$ cat src/rtl/cond_branch_sequencer_pkg.sv
// cond_branch_sequencer_pkg: shared encodings and FSM state for the branch sequencer
package cond_branch_sequencer_pkg;
  localparam logic [1:0] CLS_ALU  = 2'b00;
  localparam logic [1:0] CLS_JMP  = 2'b01;
  localparam logic [1:0] CLS_HALT = 2'b11;
  localparam logic [2:0] COND_NEVER  = 3'd0;
  localparam logic [2:0] COND_EQ     = 3'd1;
  localparam logic [2:0] COND_LT     = 3'd2;
  localparam logic [2:0] COND_LE     = 3'd3;
  localparam logic [2:0] COND_ALWAYS = 3'd4;
  localparam logic [2:0] COND_NE     = 3'd5;
  localparam logic [2:0] COND_GE     = 3'd6;
  localparam logic [2:0] COND_GT     = 3'd7;
  typedef enum logic [2:0] {IDLE, FETCH0, FETCH1, EXEC, WAIT_EX, EVAL, HALT, FAULT} state_t;
endpackage

$ cat src/rtl/cond_eval.sv
// cond_eval: resolves a 3-bit condition code against a signed 8-bit value
module cond_eval
  import cond_branch_sequencer_pkg::*;
(
  input  logic [2:0] cond,
  input  logic [7:0] value,
  output logic       taken
);
  logic z, n;
  assign z = value == 8'd0;
  assign n = value[7];
  always_comb
    taken = cond == COND_NEVER  ? 1'b0 :
            cond == COND_EQ     ? z :
            cond == COND_LT     ? n :
            cond == COND_LE     ? (n | z) :
            cond == COND_ALWAYS ? 1'b1 :
            cond == COND_NE     ? !z :
            cond == COND_GE     ? !n :
                                  (!n & !z);
endmodule

$ cat src/rtl/cond_branch_sequencer.sv
// cond_branch_sequencer: fetch/exec/branch FSM owning the pc; rst is async active-low
module cond_branch_sequencer
  import cond_branch_sequencer_pkg::*;
#(
  parameter int              PC_W     = 8,
  parameter logic [PC_W-1:0] RESET_PC = '0,
  parameter int              MAX_WAIT = 15
) (
  input  logic            clk,
  input  logic            rst,
  input  logic            start,
  output logic            imem_req,
  output logic [PC_W-1:0] imem_addr,
  input  logic            imem_ack,
  input  logic [7:0]      imem_data,
  input  logic [7:0]      acc,
  output logic            exec_valid,
  output logic [7:0]      exec_op,
  input  logic            exec_done,
  output logic [PC_W-1:0] pc,
  output logic            branch_taken,
  output logic            halted,
  output logic            fault
);
  localparam logic [7:0] MAX_W = MAX_WAIT[7:0];
  state_t     state;
  logic [7:0] wait_cnt, target;
  logic [2:0] cond_q;
  logic [1:0] cls;
  logic       taken, timeout;
  assign cls       = imem_data[7:6];
  assign timeout   = wait_cnt == MAX_W;
  assign imem_addr = state == FETCH1 ? pc + PC_W'(1) : pc;
  cond_eval u_cond_eval (.cond(cond_q), .value(acc), .taken(taken));
  always_ff @(posedge clk or negedge rst)
    if (!rst) begin
      state        <= IDLE;
      pc           <= RESET_PC;
      imem_req     <= 1'b0;
      exec_valid   <= 1'b0;
      exec_op      <= 8'd0;
      branch_taken <= 1'b0;
      halted       <= 1'b0;
      fault        <= 1'b0;
      wait_cnt     <= 8'd0;
      target       <= 8'd0;
      cond_q       <= 3'd0;
    end else begin
      exec_valid   <= 1'b0;
      branch_taken <= 1'b0;
      case (state)
        IDLE: if (start) begin
          state    <= FETCH0;
          imem_req <= 1'b1;
          wait_cnt <= 8'd0;
        end
        FETCH0: if (imem_ack) begin
          cond_q   <= imem_data[2:0];
          wait_cnt <= 8'd0;
          if (cls == CLS_ALU) begin
            state      <= EXEC;
            imem_req   <= 1'b0;
            exec_valid <= 1'b1;
            exec_op    <= imem_data;
          end else if (cls == CLS_JMP) begin
            state <= FETCH1;
          end else if (cls == CLS_HALT) begin
            state    <= HALT;
            imem_req <= 1'b0;
            halted   <= 1'b1;
          end else begin
            state    <= FAULT;
            imem_req <= 1'b0;
            fault    <= 1'b1;
          end
        end else if (timeout) begin
          state    <= FAULT;
          imem_req <= 1'b0;
          fault    <= 1'b1;
        end else begin
          wait_cnt <= wait_cnt + 8'd1;
        end
        FETCH1: if (imem_ack) begin
          target   <= imem_data;
          state    <= EVAL;
          imem_req <= 1'b0;
          wait_cnt <= 8'd0;
        end else if (timeout) begin
          state    <= FAULT;
          imem_req <= 1'b0;
          fault    <= 1'b1;
        end else begin
          wait_cnt <= wait_cnt + 8'd1;
        end
        EXEC: state <= WAIT_EX;
        WAIT_EX: if (exec_done) begin
          pc       <= pc + PC_W'(1);
          state    <= FETCH0;
          imem_req <= 1'b1;
          wait_cnt <= 8'd0;
        end
        EVAL: begin
          pc           <= taken ? PC_W'(target) : pc + PC_W'(2);
          branch_taken <= taken;
          state        <= FETCH0;
          imem_req     <= 1'b1;
          wait_cnt     <= 8'd0;
        end
        default: ;
      endcase
    end
endmodule

$ cat config.mk
export PLATFORM = sky130hd
export DESIGN_NAME = cond_branch_sequencer
export DESIGN_NICKNAME = d
export VERILOG_FILES = /design/src/rtl/cond_branch_sequencer_pkg.sv /design/src/rtl/cond_eval.sv /design/src/rtl/cond_branch_sequencer.sv
export SDC_FILE = /design/constraint.sdc
export NUM_CORES = 1
export LEC_CHECK = 0
export ABC_CLOCK_PERIOD_IN_PS = 1600
export CAP_MARGIN = 40
export CORE_UTILIZATION = 46
export DETAILED_ROUTE_END_ITERATION = 8
export PLACE_DENSITY = 0.88
export RECOVER_POWER = 25
export SLEW_MARGIN = 20
export SYNTH_ARGS = -nofsm -noshare
export SYNTH_HDL_FRONTEND = slang
export SYNTH_SLANG_ARGS = --single-unit
$ cat constraint.sdc
create_clock -name clk -period 1.6 [get_ports clk]
set_input_delay 0.32 -clock clk [delete_from_list [all_inputs] [get_ports clk]]
set_output_delay 0.32 -clock clk [all_outputs]
set_load 0.02 [all_outputs]
==> run summary <==
Worst setup path
• register — Critical Path Source Type
• imem_addr[1] — capture point of the worst path
• -0.25 ns — register-to-register setup slack
• 4 — critical path peak fanout
• output pin — endpoint class of the critical path
• wait_cnt[4] — launch instance of the worst register-to-register path
• 1.28 ns — required time reported for the critical path endpoint
• 1.56 ns — signal arrival time at the worst endpoint
• imem_req — capture point of the worst reg-to-reg path
• reg -> out — type of the setup path with the least slack
• state[2] — worst setup path startpoint
• 6 — cell depth of the worst flop-to-flop path

Timing
• 0.4838 ns — Worst Hold Margin
• -0.2785 ns — setup ws final
• 49 — final setup violating endpoints
• 117.4% — crit share post-route
• 37.72% — remaining max-slew budget at the tightest pin
• 0.01304 ns — maximum clock skew at final layout
• 1.879 ns — post-layout minimum cycle time
• true — setup repair after global routing missed its margin
• 0 — Slew Limit Fails
• 0.9341 ns — slew at the pin with the worst max-slew slack
• 0 — Final Hold Violating Endpoints
• 532.3 MHz — fmax

Clock tree
• built — CTS tree
• 2 — CTS max path bufs
• 2 — number of H-tree branching levels
• 0.31 ns — Worst-Skew Late Latency
• 43 — total number of clock tree sinks
• 0.09 ns — Reg clk slew, reported paths
• sky130_fd_sc_hd__clkbuf_8 — clock tree root driver cell
• 5 — number of buffers inserted during clock tree synthesis

Synthesis
• 43 — flip-flop and latch count after synthesis
• 0 — number of synthesis warnings
• 45.07% — sequential cell area fraction in the yosys report
• 9.511 um^2 — post-synthesis average cell area
• 51 — Distinct cells, synth
• 275 — Synthesized Nets
• sky130_fd_sc_hd__dfrtp_1 — leading register cell type out of synthesis
• 251 — Synth Instances
• 100.0% — fraction of registers with async set/reset
• sky130_fd_sc_hd__dfrtp_1 45%, sky130_fd_sc_hd__nand2_1 6.0%, sky130_fd_sc_hd__mux2_2 5.2%, sky130_fd_sc_hd__xnor2_1 4.0%, sky130_fd_sc_hd__o21ai_0 3.4% — top post-synthesis cells by area
• sky130_fd_sc_hd__dfrtp_1 — Yosys top cell by area
• 45.07% — portion of synthesized cell area occupied by the leading cell type
• 43 x sky130_fd_sc_hd__dfrtp_1, 38 x sky130_fd_sc_hd__nand2_1, 16 x sky130_fd_sc_hd__o21ai_0, 15 x sky130_fd_sc_hd__nor2_1 — commonest cells in the synthesized netlist
• 0.002387 mm^2 — post-synth design cell area
• sky130_fd_sc_hd__dfrtp_1 — most repeated cell in the gate-level netlist after synthesis
• 0 — number of flops mapped to enable cells by yosys

Routing
• 0 — DRC violations left
• 170 — number of design-rule violations left by the first detailed-router iteration
• 0 — count of nets left with antenna violations after detail routing
• 5.780 — vias per cell
• 17.87 um — average wire per cell in the routed design
• 5 — DRT Pass-1 Iters
• 2491 — via total after detailed routing
• 7704 um — Final Routed Wirelength

Power and ir drop
• 1.897 nW — static leakage
• 1805 mW/mm^2 — power per cell area
• 0.9775 mV — worst supply voltage drop on vdd

Floorplan
• 50 — # IOs
• 25 — count of standard-cell rows
• 0.005482 mm^2 — die footprint
• 74.04 um — Die X-Extent
• 0.004848 mm^2 — Core ar.
• 74.04 um — Die Span Y
• 49.24% — initial core utilization

Place
• -0.4535 ns — setup slack after placement
• 4676 um — Final HPWL DP
• 49 — number of I/O port buffers
• 0.8927 — global placer's final weighted congestion

Global routing
• 2390 — vias in the first global route
• 26.57% — global-route total usage across every layer
• 10980 um — first-pass GRT wire length
• 0 — global route overflow
• 0 — antenna violations before repair
• 20 — maximum number of pins on one net before global-route repair

Final layout
• 0 — count of antenna diodes in the layout
• 387 — number of nets in the finished design
• 40.66% — fraction of layout cells with a size suffix above 1
• 63.05% — layout overhead on the synthesized area

Hold path
• reg -> reg — worst min-delay path category

Flow run
• 0 — # Max-Cap Violations

Status
• finished with violations — result of the run
• negative setup slack — violated checks

state kept, by name, indices dropped and copies added (netlist names):
signal / cells
pc: 8
exec_op: 8
target: 8
wait_cnt: 8
branch_taken: 1
exec_valid: 1
cond_q: 3
halted: 1
imem_req: 1
fault: 1
state: 3
worst min-delay path by stage:
stage                    start      endpoint  slack (ns)  cells past startpoint
finish              exec_op[1]    exec_op[1]        0.48                      2
global route        exec_op[7]    exec_op[7]        0.52                      1
CTS                        rst      state[1]        0.47                      2
detailed placement         rst      state[1]        0.25                      1
global placement           rst      state[1]        0.25                      1
floorplan                  rst  branch_taken        0.02                      0
layout make-up:
type,instances,area (um^2)
clock buffers,5,68.82
repair buffers,120,1094
well taps,67,83.83
inverters,6,30.03
clock inverters,3,23.77
multi-input cells,187,1514
fillers,269,955.9
flip-flops and latches,43,1079
worst max-delay path, stage by stage (launching register included):
cell and delay (ns):
sky130_fd_sc_hd__dfrtp_1 0.42, sky130_fd_sc_hd__nor3b_4 0.22, sky130_fd_sc_hd__buf_2 0.18, sky130_fd_sc_hd__buf_4 0.12, sky130_fd_sc_hd__nand2_1 0.04, sky130_fd_sc_hd__o21ai_1 0.10
sky130_fd_sc_hd__buf_4 0.17
logic make-up after synthesis:
logic type	share of synthesized area (%)
xor gates and xnor gates	7.652
DFF	45.07
and+or+nand+nor	21.49
AOI/OAI and AO/OA	12.21
buffers and inverters	3.826
muxes	8.176
adders and majority gates	1.572
placed cells by master (no fill, tap or decap), drive strengths merged, types with 2 or more instances in the layout:
| master | instances |
|---|---|
| buf | 77 |
| dfrtp | 43 |
| nand2 | 38 |
| o21ai | 17 |
| clkdlybuf4s50 | 16 |
| dlygate4sd2 | 15 |
| nor2 | 15 |
| mux2 | 12 |
| xnor2 | 12 |
| a21oi | 10 |
| nand3 | 10 |
| xor2 | 8 |
| dlymetal6s2s | 8 |
| clkbuf | 8 |
| nand4 | 7 |
| inv | 7 |
| and2 | 7 |
| mux2i | 6 |
| nor2b | 4 |
| o22ai | 3 |
| ha | 3 |
| nor3 | 3 |
| nand4b | 2 |
| o311a | 2 |
| nand3b | 2 |
| clkinvlp | 2 |
| and3 | 2 |
| a221oi | 2 |
| o21bai | 2 |
metrics by stage:
stage / instances / utilization [%] / setup TNS [ns] / total power [mW] / cell area, um^2
final: 431 / 80.28 / -7.513 / 7.027 / 3892
after global routing: 431 / 80.28 / -11.03 / 7.372 / 3892
after global placement: 405 / 69.75 / -12.05 / 5.373 / 3382
after detailed placement: 405 / 69.75 / -13.79 / 5.522 / 3382
after CTS: 417 / 74.58 / -3.145 / 6.408 / 3616
after floorplan: 251 / - / -0.5964 / 3.879 / 2495
timing repair:
item,in CTS,in global routing
gates resized for setup,99,43
hold endpoints to repair,14,0
buffers inserted,3,12
pin swaps,12,13
gates cloned,0,2
endpoints found under the setup margin,48,51
hold buffers,1,0
metal layers:
layer  vias to the layer above  wire length, um  GRT usage, %
met1                      1207             3148         34.30
met5                         -                0             0
li1                       1106                -             -
met2                       142             3775         42.93
met3                        36              511         5.556
met4                         0              269         12.39
where the power goes:
group / internal, mW / switching [mW] / total [mW]
sequential: 1.49 / 0.307 / 1.79
combinational: 2.29 / 2.23 / 4.52
clock: 0.312 / 0.402 / 0.714
Power figures use the tool's default switching activity.
==> patch (same flow settings) <==
The parameter `PC_W` goes from 8 to 12.
--- a/src/rtl/cond_branch_sequencer.sv
+++ b/src/rtl/cond_branch_sequencer.sv
@@ -4,3 +4,3 @@
 #(
-  parameter int              PC_W     = 8,
+  parameter int              PC_W     = 12,
   parameter logic [PC_W-1:0] RESET_PC = '0,
Ports: changed (resized imem_addr and pc); port bits go from 50 to 58. The function was not compared with the original's and may differ.
==> patch against the unedited design <==
The run still ends with negative setup slack left; sequential cell count up 4; power is 36% higher; setup slack got worse by 0.32 ns; routed wire length up 84%; final area increased by 34%; fmax is 15% lower; first-iteration DRC count grew to 2.9 times the old value; synthesized area up 15%; critical endpoint is now imem_addr[10]; largest cell class unchanged.
==> patch: results (changes against the unedited design) <==
The total placed instance area is 0.00412 sq mm (+22%). The global-route usage over all layers came to 0.371 (+0.105). The fill cell instance count of the final layout came out at 173 (-36%). The logic depth of the worst register-to-register path came to 8 (+2). The post-route clock skew is 0.0173 ns (+0.00421 ns). The clock transition at the registers of the reported paths came out at 0.11 ns (+0.02 ns). The detailed-routed wire length on met3 is 1460 um (+190%). The setup total negative slack is -13.64 ns (-6.12 ns). The share of post-route cells with drive strength above 1 came to 0.591 (+0.184). The worst voltage drop across the vdd grid came out at 0.00130 V (+33%). The area share of the leading cell type in the synthesized netlist is 0.428 (-0.0227). The worst hold path depth is 1 (-1).

The largest net degree at the start of global routing is 48 (+140%). The non-filler instance count after layout came out at 529 (+23%). The count of cell types in the netlist was 50 (-2.0%). The data arrival at the endpoint of the critical path is 1.88 ns (+0.32 ns). The post-route met1 wirelength was 4740 um (+51%). The detailed placement HPWL is 6010 um (+29%).

The setup slack of the critical path after layout is -0.599 ns (-0.320 ns). The post-synthesis instance total came out at 296 (+18%). The tightest slew margin relative to the limit was 0.547 (+0.169). The insertion delay of the later-clocked pin in the worst-skew pair came to 0.33 ns (+0.02 ns).

The number of search-and-repair iterations in the first detailed-routing pass came out at 9 (+4). Sorting the synthesized cells by how often they occur yields 47 x sky130_fd_sc_hd__dfrtp_1, 38 x sky130_fd_sc_hd__nor2_1, 30 x sky130_fd_sc_hd__o21ai_0. The register-to-register setup slack came out at -0.42 ns (-0.17 ns). The post-detailed-route via-to-cell ratio is 6.74 (+17%). The final number of setup-violating endpoints came to 56 (+14%). The placement-stage worst setup slack is -0.681 ns (-0.227 ns). The startpoint identified for the worst register-to-register timing path is state[0].

The total placed cells including tap cells came to 481 (+19%). The leakage power is 2.35 nW (+24%). The sequential element share of the synthesized area came out at 0.428 (-0.0227). The worst hold slack came out at 0.512 ns (+0.0286 ns). The final reports fail on negative setup slack. The run finished, with violations left.
[patch: cell types whose count changed after synthesis, moves of 6 or more]
cell / unedited run / this run
sky130_fd_sc_hd__nand2_1: 38 / 25
sky130_fd_sc_hd__o21ai_0: 16 / 30
sky130_fd_sc_hd__mux2_2: 11 / 18
sky130_fd_sc_hd__mux2i_1: 6 / 0
sky130_fd_sc_hd__nor2_1: 15 / 38
sky130_fd_sc_hd__and2_1: 7 / 1
[patch: logic make-up (layout without fill, tap and decap cells)]
family                   after synthesis  in the layout  share of synthesized area
AND/OR/NAND/NOR                      111            111                      0.208
buffers and inverters                 18            178                     0.0278
AO/OA/AOI/OAI                         80             81                      0.186
XOR/XNOR                              19             19                     0.0633
flip-flops                            47             47                      0.428
multiplexers                          18             18                     0.0738
adder cells (fa/ha/maj)                3              3                     0.0137
[patch: area by class of cell]
cell class | count | area [sq um] | share of cell area
Tap cell | 72 | 90.1 | 0.0172
Multi-Input combinational cell | 232 | 2300 | 0.440
Inverter | 6 | 35.0 | 0.00670
Clock inverter | 3 | 25.0 | 0.00479
Timing Repair Buffer | 164 | 1520 | 0.291
Sequential cell | 47 | 1190 | 0.227
Clock buffer | 5 | 68.8 | 0.0132
[patch: timing repair]
item,in CTS,in global routing
endpoints found under the setup margin,69,68
resized for setup,205,103
gates cloned,2,1
pin swaps,39,43
setup buffers,28,18
hold endpoints to repair,39,0
hold buffers,1,0
[patch: worst max-delay path by stage]
stage / start / to / slack [ns] / cells after the start
finish: pc[1] / imem_addr[10] / -0.60 / 6
detailed placement: pc[1] / imem_addr[8] / -0.68 / 6
CTS: pc[1] / imem_addr[10] / -0.54 / 6
global placement: pc[1] / imem_addr[8] / -0.66 / 6
floorplan: pc[1] / imem_addr[6] / -0.29 / 5
global route: pc[1] / imem_addr[10] / -0.64 / 6
[patch: critical path: stages, from the launching register on]
cell	delay, ns
sky130_fd_sc_hd__dfrtp_2	0.44
sky130_fd_sc_hd__ha_4	0.17
sky130_fd_sc_hd__nand3_2	0.08
sky130_fd_sc_hd__or3_4	0.40
sky130_fd_sc_hd__nor2_4	0.18
sky130_fd_sc_hd__xor2_4	0.15
sky130_fd_sc_hd__buf_6	0.13
[patch: power by group through the flow]
| stage | Combinational, mW | Clock [mW] | Sequential [mW] |
|---|---|---|---|
| after global routing | 6.88 | 0.865 | 2.08 |
| after global placement | 4.02 | 0 | 1.90 |
| after detailed placement | 4.20 | 0 | 1.93 |
| after floorplan | 2.10 | 0 | 2.15 |
| after CTS | 5.28 | 0.787 | 1.92 |
| final | 6.69 | 0.810 | 2.07 |
